==> config.mk <==
export PLATFORM = sky130hd
export DESIGN_NAME = midi_receiver
export DESIGN_NICKNAME = d
export VERILOG_FILES = /design/src/rtl/midi_pkg.sv /design/src/rtl/uart_rx_byte.sv /design/src/rtl/midi_receiver.sv
export SDC_FILE = /design/constraint.sdc
export NUM_CORES = 1
export LEC_CHECK = 0
export CORE_AREA = 2 2 75 77
export DETAILED_ROUTE_END_ITERATION = 16
export DIE_AREA = 0 0 77 79
export PLACE_DENSITY = 0.73
export SLEW_MARGIN = 20
export SYNTH_ARGS = -nofsm -noshare
export SYNTH_HDL_FRONTEND = slang
export SYNTH_HIERARCHICAL = 1
export SYNTH_SLANG_ARGS = --single-unit
==> constraint.sdc <==
create_clock -name clock -period 2.4 [get_ports clock]
set_clock_uncertainty 0.2 [all_clocks]
set_input_delay 0.48 -clock clock [delete_from_list [all_inputs] [get_ports clock]]
set_output_delay 0.48 -clock clock [all_outputs]
set_load 0.02 [all_outputs]
==> src/rtl/midi_pkg.sv <==
// Shared types and constants for the MIDI note-on receiver.
package midi_pkg;

  // Serial byte framer states.
  typedef enum logic [1:0] {
    IDLE  = 2'd0,
    START = 2'd1,
    DATA  = 2'd2,
    STOP  = 2'd3
  } uart_state_t;

  // Note-on parser states.
  typedef enum logic [1:0] {
    WAIT_STATUS = 2'd0,
    WAIT_NOTE   = 2'd1,
    WAIT_VEL    = 2'd2
  } parser_state_t;

  localparam logic [3:0] NOTE_ON        = 4'h9;
  localparam logic [7:0] SYS_COMMON_MIN = 8'hF0;
  localparam logic [7:0] REALTIME_MIN   = 8'hF8;

  // Width of the bit-period counter; supports up to 4095 clocks per bit.
  localparam int BAUD_CNT_W = 12;

  // Clocks per serial bit, truncated toward zero.
  function automatic int clks_per_bit(input int clk_hz, input int baud);
    return clk_hz / baud;
  endfunction

endpackage

==> src/rtl/uart_rx_byte.sv <==
// Synchronizes the MIDI line and frames 8N1 bytes; emits one-cycle
// byte_valid / frame_err pulses at the end of each frame.
module uart_rx_byte
  import midi_pkg::*;
#(
  parameter int CLKS_PER_BIT = 2080
) (
  input  logic       clock,
  input  logic       reset,
  input  logic       midi_in,
  output logic [7:0] data_byte,
  output logic       byte_valid,
  output logic       frame_err
);

  localparam logic [BAUD_CNT_W-1:0] FULL_CNT = BAUD_CNT_W'(CLKS_PER_BIT - 1);
  localparam logic [BAUD_CNT_W-1:0] HALF_CNT = BAUD_CNT_W'(CLKS_PER_BIT / 2 - 1);

  logic                  sync1_reg, sync2_reg, prev_reg;
  uart_state_t           state_reg, state_next;
  logic [BAUD_CNT_W-1:0] cnt_reg, cnt_next;
  logic [2:0]            bit_idx_reg, bit_idx_next;
  logic [7:0]            shift_reg, shift_next;
  logic                  valid_reg, valid_next;
  logic                  ferr_reg, ferr_next;

  // Two-flop synchronizer plus one delayed copy for falling-edge detection.
  always_ff @(posedge clock) begin
    if (reset) begin
      sync1_reg <= 1'b1;
      sync2_reg <= 1'b1;
      prev_reg  <= 1'b1;
    end else begin
      sync1_reg <= midi_in;
      sync2_reg <= sync1_reg;
      prev_reg  <= sync2_reg;
    end
  end

  // Framer state register.
  always_ff @(posedge clock) begin
    if (reset) begin
      state_reg   <= IDLE;
      cnt_reg     <= '0;
      bit_idx_reg <= '0;
      shift_reg   <= '0;
      valid_reg   <= 1'b0;
      ferr_reg    <= 1'b0;
    end else begin
      state_reg   <= state_next;
      cnt_reg     <= cnt_next;
      bit_idx_reg <= bit_idx_next;
      shift_reg   <= shift_next;
      valid_reg   <= valid_next;
      ferr_reg    <= ferr_next;
    end
  end

  // Framer next-state: half-bit start check, 8 LSB-first samples, stop check.
  always_comb begin
    state_next   = state_reg;
    cnt_next     = cnt_reg;
    bit_idx_next = bit_idx_reg;
    shift_next   = shift_reg;
    valid_next   = 1'b0;
    ferr_next    = 1'b0;
    case (state_reg)
      IDLE: begin
        if (prev_reg && !sync2_reg) begin
          state_next = START;
          cnt_next   = '0;
        end
      end
      START: begin
        if (cnt_reg == HALF_CNT) begin
          cnt_next     = '0;
          bit_idx_next = '0;
          // A line that is high again at mid-start was a glitch.
          state_next   = sync2_reg ? IDLE : DATA;
        end else begin
          cnt_next = cnt_reg + 1'b1;
        end
      end
      DATA: begin
        if (cnt_reg == FULL_CNT) begin
          cnt_next   = '0;
          shift_next = {sync2_reg, shift_reg[7:1]};
          if (bit_idx_reg == 3'd7) begin
            state_next = STOP;
          end else begin
            bit_idx_next = bit_idx_reg + 3'd1;
          end
        end else begin
          cnt_next = cnt_reg + 1'b1;
        end
      end
      STOP: begin
        if (cnt_reg == FULL_CNT) begin
          cnt_next   = '0;
          state_next = IDLE;
          valid_next = sync2_reg;
          ferr_next  = !sync2_reg;
        end else begin
          cnt_next = cnt_reg + 1'b1;
        end
      end
      default: state_next = IDLE;
    endcase
  end

  assign data_byte  = shift_reg;
  assign byte_valid = valid_reg;
  assign frame_err  = ferr_reg;

endmodule

==> src/rtl/midi_receiver.sv <==
// MIDI note-on receiver: frames bytes from the serial line and extracts
// note-on events (with running status), presenting note and velocity.
module midi_receiver
  import midi_pkg::*;
#(
  parameter int CLK_HZ = 65000000,
  parameter int BAUD   = 31250
) (
  input  logic       clock,
  input  logic       reset,
  input  logic       midi_in,
  output logic [6:0] midi_index,
  output logic [6:0] midi_velocity,
  output logic       midi_ready,
  output logic       frame_err
);

  localparam int CLKS_PER_BIT = clks_per_bit(CLK_HZ, BAUD);

  logic [7:0]    rx_byte;
  logic          rx_valid;

  parser_state_t pstate_reg, pstate_next;
  logic [3:0]    running_status_reg, running_status_next;
  logic [6:0]    note_reg, note_next;
  logic [6:0]    index_reg, index_next;
  logic [6:0]    velocity_reg, velocity_next;
  logic          ready_reg, ready_next;

  uart_rx_byte #(
    .CLKS_PER_BIT(CLKS_PER_BIT)
  ) u_rx (
    .clock     (clock),
    .reset     (reset),
    .midi_in   (midi_in),
    .data_byte (rx_byte),
    .byte_valid(rx_valid),
    .frame_err (frame_err)
  );

  // Parser state and output registers.
  always_ff @(posedge clock) begin
    if (reset) begin
      pstate_reg         <= WAIT_STATUS;
      running_status_reg <= '0;
      note_reg           <= '0;
      index_reg          <= '0;
      velocity_reg       <= '0;
      ready_reg          <= 1'b0;
    end else begin
      pstate_reg         <= pstate_next;
      running_status_reg <= running_status_next;
      note_reg           <= note_next;
      index_reg          <= index_next;
      velocity_reg       <= velocity_next;
      ready_reg          <= ready_next;
    end
  end

  // Parser next-state: classify each delivered byte and track note-on pairs.
  always_comb begin
    pstate_next         = pstate_reg;
    running_status_next = running_status_reg;
    note_next           = note_reg;
    index_next          = index_reg;
    velocity_next       = velocity_reg;
    ready_next          = 1'b0;
    if (rx_valid) begin
      if (rx_byte >= REALTIME_MIN) begin
        // Realtime messages interleave anywhere and are transparent.
        pstate_next = pstate_reg;
      end else if (rx_byte >= SYS_COMMON_MIN) begin
        running_status_next = '0;
        pstate_next         = WAIT_STATUS;
      end else if (rx_byte[7]) begin
        running_status_next = rx_byte[7:4];
        pstate_next         = (rx_byte[7:4] == NOTE_ON) ? WAIT_NOTE : WAIT_STATUS;
      end else begin
        case (pstate_reg)
          WAIT_NOTE: begin
            note_next   = rx_byte[6:0];
            pstate_next = WAIT_VEL;
          end
          WAIT_STATUS: begin
            if (running_status_reg == NOTE_ON) begin
              note_next   = rx_byte[6:0];
              pstate_next = WAIT_VEL;
            end
          end
          WAIT_VEL: begin
            pstate_next = WAIT_NOTE;
            // Velocity zero is a note-off in disguise: no event.
            if (rx_byte[6:0] != 7'd0) begin
              index_next    = note_reg;
              velocity_next = rx_byte[6:0];
              ready_next    = 1'b1;
            end
          end
          default: pstate_next = WAIT_STATUS;
        endcase
      end
    end
  end

  assign midi_index    = index_reg;
  assign midi_velocity = velocity_reg;
  assign midi_ready    = ready_reg;

endmodule

# == Word level (Yosys, flattened, before mapping) ==
# Cells that the tools add are included.
# totals
register_bits,58
inputBits,3
output_inout_bits,16
wordCells,87
# classes
add_sub_neg,2
magnitude_cmp,2
n_eq_ne,18
muxes,25
bitwise_logic,7
reduce_logical,18
# ops
cell,n
two-way mux 12 bit,3
one-hot mux 12 bit (3 select lines),1
two-way mux 2 bit,9
"greater-or-equal comparator 8 bit, second input constant",2
one-hot mux 7 bit (2 select lines),1
"adder 12 x 1 -> 12 bit, second input constant",1
"== test 12 x 11 -> 1 bit, second input constant",1
"== test 12 bit, second input constant",1
AND reduction 6 bit,2
"!= test 2 x 1 -> 1 bit, second input constant",5
two-way mux 3 bit,3
"== test 4 bit, second input constant",2
two-way mux 4 bit,2
one-hot mux 2 bit (4 select lines),1
two-way mux 7 bit,1
inverter 1 bit,7
nonzero test 7 bit,1
"== test 2 bit, second input constant",3
one-hot mux 2 bit (3 select lines),1
one-hot mux 3 bit (2 select lines),1
AND reduction 3 bit,2
nonzero test 2 bit,3
OR reduction 6 bit,1
AND reduction 5 bit,1
other kinds (13),17

# == Logic depth before layout (Yosys ltp) ==
# Gate-level depths: netlist (run 1).
# logic_depth
ltp_word,5
mapped_depth,7
mapped_depth_nobuf,6

# == By module ==
# The synthesis (run 1) kept the hierarchy.
# modules_own_cells
mod,n_inst,cells_per_inst,area_each_um2,seq_area_each_um2
uart_rx_byte,1,156,1391.3,600.6
midi_receiver,1,125,1244.9,560.5

# == Least setup slack after synthesis (run 1) ==
# No wires, ideal clock.
# synth_timing
path_kind,register -> register
from,register u_rx.cnt_reg[9]
to,register u_rx.cnt_reg[3]
setup_time_ns,0.132
arrival_ns,1.902
required_ns,2.068
path_slack_ns,0.165
path_stages_with_launch,6
n_path_buf,0
synth_period_minus_slack_ns,2.235
cell_sequence,dfxtp_1 > or4_4 > or4_4 > a2bb2oi_2 > or3_1 > a31oi_1
# synth_between
elab_chain_len,3
elab_cells_between_ends,5
classes_between,2 x eq/ne; 3 x mux
# synth_lines
element,line,rtl
from (decl),uart_rx_byte.sv:21,"logic [BAUD_CNT_W-1:0] cnt_reg, cnt_next;"
from (signal assigned),uart_rx_byte.sv:51,cnt_reg <= cnt_next;
== test 12 bit or == test 12 x 11 -> 1 bit (tied branches),"uart_rx_byte.sv:85, uart_rx_byte.sv:98, uart_rx_byte.sv:75",
"two-way mux 12 bit, on equally long branches","uart_rx_byte.sv:85, uart_rx_byte.sv:98, uart_rx_byte.sv:75",
one-hot mux 12 bit (3 select lines) (*),uart_rx_byte.sv:67,case (state_reg)
# Every way passes the cells marked *; elsewhere a longest branch is shown, timed or not.
# A chain may end at the register's enable or synchronous reset.

# == Final worst setup path (run 1) ==
# Same ends and word-level chain as after synthesis.

==> flow_summary.ini, run 1 <==
[placed_design]
dp_slack_ps = 30.2
dp_hpwl_um = 3220
numPortBuffers = 18
dp.cells = 365
place.gp.congestion = 0.785

[logic_synthesis]
synth_edf_count = 0
ys_seq_area_share_pct = 44.0
synthCells = 281
ys_types = 47
synth-seq-cells = 58
syn_avg_cell_area_sq_um = 9.38
syn_area_sq_um = 2640
ys.flop_type = dfxtp_1
synthArstFlopShare_pct = 0
ys_warn_count = 6
syn_nets = 287

[clock_network]
cts_hold_buf = 0
post_cts_buffers = 0
cts_max_level = 3
clock-sinks = 58
clk_latency_ps = 330
cts_buffers = 9
cts-root-buf = clkbuf_8
clockBufferDepth = 2
cts_resized = 0
tritoncts = built
clk_pin_slew_ps = 60

[die]
fp-row-count = 27
die_x_um = 77
dieHeight_um = 79
start_util_pct = 49.4
ios = 19
die_area_sq_um = 6080
coreArea_sq_um = 5340

[sta]
rsz0062_at_grt = no
final-max-slew-violation-count = 0
fin_ws_ps = 105
setup_viol_count_final = 0
post-route-period-util_pct = 95.6
tightest_slew_ps = 724
fin_setup_tns_ps = 0
fin_crit_ps = 2290
slew_headroom_pct = 51.8
whs_ps = 212
fmax_ghz = 0.436
hold_viol_final = 0

[global_routing]
antenna_found_initial = 0
grt_pass1_vias = 1854
grt.overflow.total = 0
grt_pass1_wl_um = 8470
grt_max_degree = 52
grt_usage_pct = 17.8

[finish]
diodes = 0
syn_to_final_growth_pct = 18.7
final_common_cell = dfxtp_1
largest_register_ffs = 12
instances_no_fill = 381
drive_gt1_share_pct = 13.3
final_cell_mix = dfxtp_1 (58), mux2i_1 (29), nand2b_1 (28)
final_nets = 310
fill_cells = 470

[run_status]
outcome = completed

[drt]
dr.pass1.iters = 4
drtIter0Drc = 77
drc = 0
vias_per_cell = 5.38
vias = 2048
wl_per_cell_um = 13.1
routed_wl_um = 4990
ant_nets = 0

[critical_path]
crit_family = simple AND/OR/NAND/NOR gates
crit_type = flop to flop
setup.worst_path.start_class = flop
worst_ep_arrival_time_ps = 2280
critPathSlowestCell = or4_4
end_kind = flop
worst-path-max-fanout = 7
critPathMostFrequentCell = or4_4
critical_path_required_ps = 2380
cp_num_buf_inv = 0
crit_chain = or4_4 -> or4_4 -> a2bb2oi_4 -> or3_1 -> a31oi_1
cpPeakStageDelay_ps = 610

[pwr]
peakVddDrop_mv = 0.347
p_leak_nw = 1.20
power_density_nw_per_um2 = 638

[job]
drv_cap = 0

[hold_path]
hp-class = flop to flop
[final cells by class]
class                   count  area [sq um]  area share, %
multi-input cells         201          1400           44.6
flip-flops and latches     58          1160           37.1
repair buffers             26           235           7.51
clock buffers              11           141           4.52
well taps                  72          90.1           2.88
clock inverters             5          77.6           2.48
inverters                   8          30.0          0.959
[cell usage after synthesis, types with 3 or more instances]
cell,count,area (sq um)
ha_1,3,37.5
nor3_1,6,30.0
or3_1,7,43.8
clkbuf_1,11,41.3
nand4_1,6,37.5
nand3b_1,5,37.5
dfxtp_1,58,1160
nand2_1,20,75.1
or2_2,3,18.8
nand2b_1,28,175
mux2i_1,29,290
a31oi_1,9,56.3
nor2_1,25,93.8
nand3_1,14,70.1
a21oi_1,14,70.1
inv_1,8,30.0
[report_power, final]
group | switching [W] | internal (W) | total, W
logic | 0.0000272 | 0.0000191 | 0.0000463
registers | 0.00000260 | 0.000966 | 0.000968
clock network | 0.000372 | 0.000609 | 0.000981
[kinds of logic (layout without fill, tap and decap cells)]
logic type,Yosys count,in the layout,share of synthesized area [%]
adders and majority gates,3,3,1.42
buffers and inverters,22,50,3.46
AOI/OAI and AO/OA,39,39,10.9
muxes,29,29,11.0
DFF,58,58,44.0
and+or+nand+nor,130,130,29.1
[path summary, 6_finish.rpt]
path	endpoint	startpoint	slack [ps]	depth (start not counted)
max	u_rx/cnt_reg[3]	u_rx/cnt_reg[9]	110	5
min	u_rx/sync2_reg	u_rx/sync1_reg	210	1
max reg2reg	u_rx/cnt_reg[3]	u_rx/cnt_reg[9]	110	5
min reg2reg	u_rx/sync2_reg	u_rx/sync1_reg	210	1
[layer usage]
metal	vias to the layer above	share of wire, %	wire length, um	global-route usage (%)
met1	961	48	2370	22.0
li1	1044	-	-	-
met5	-	0	0	0
met3	7	4.0	197	6.59
met4	0	1.3	64	8.39
met2	36	47	2350	27.6
[metrics by stage]
step	power, W	utilization (%)	cell area, sq um
final	0.00200	58.6	3130
after detailed placement	0.00104	54.3	2900
after global placement	0.00104	54.3	2900
after global routing	0.00208	58.6	3130
after CTS	0.00202	58.4	3120
after floorplan	0.00102	-	2640
Power figures use the tool's default switching activity.
==> run 2, diff against run 1 <==
Settings changed: CAP_MARGIN set to 20.
==> results of run 2 <==
No change in the layout: final DEF, timing and power equal those of run 1.
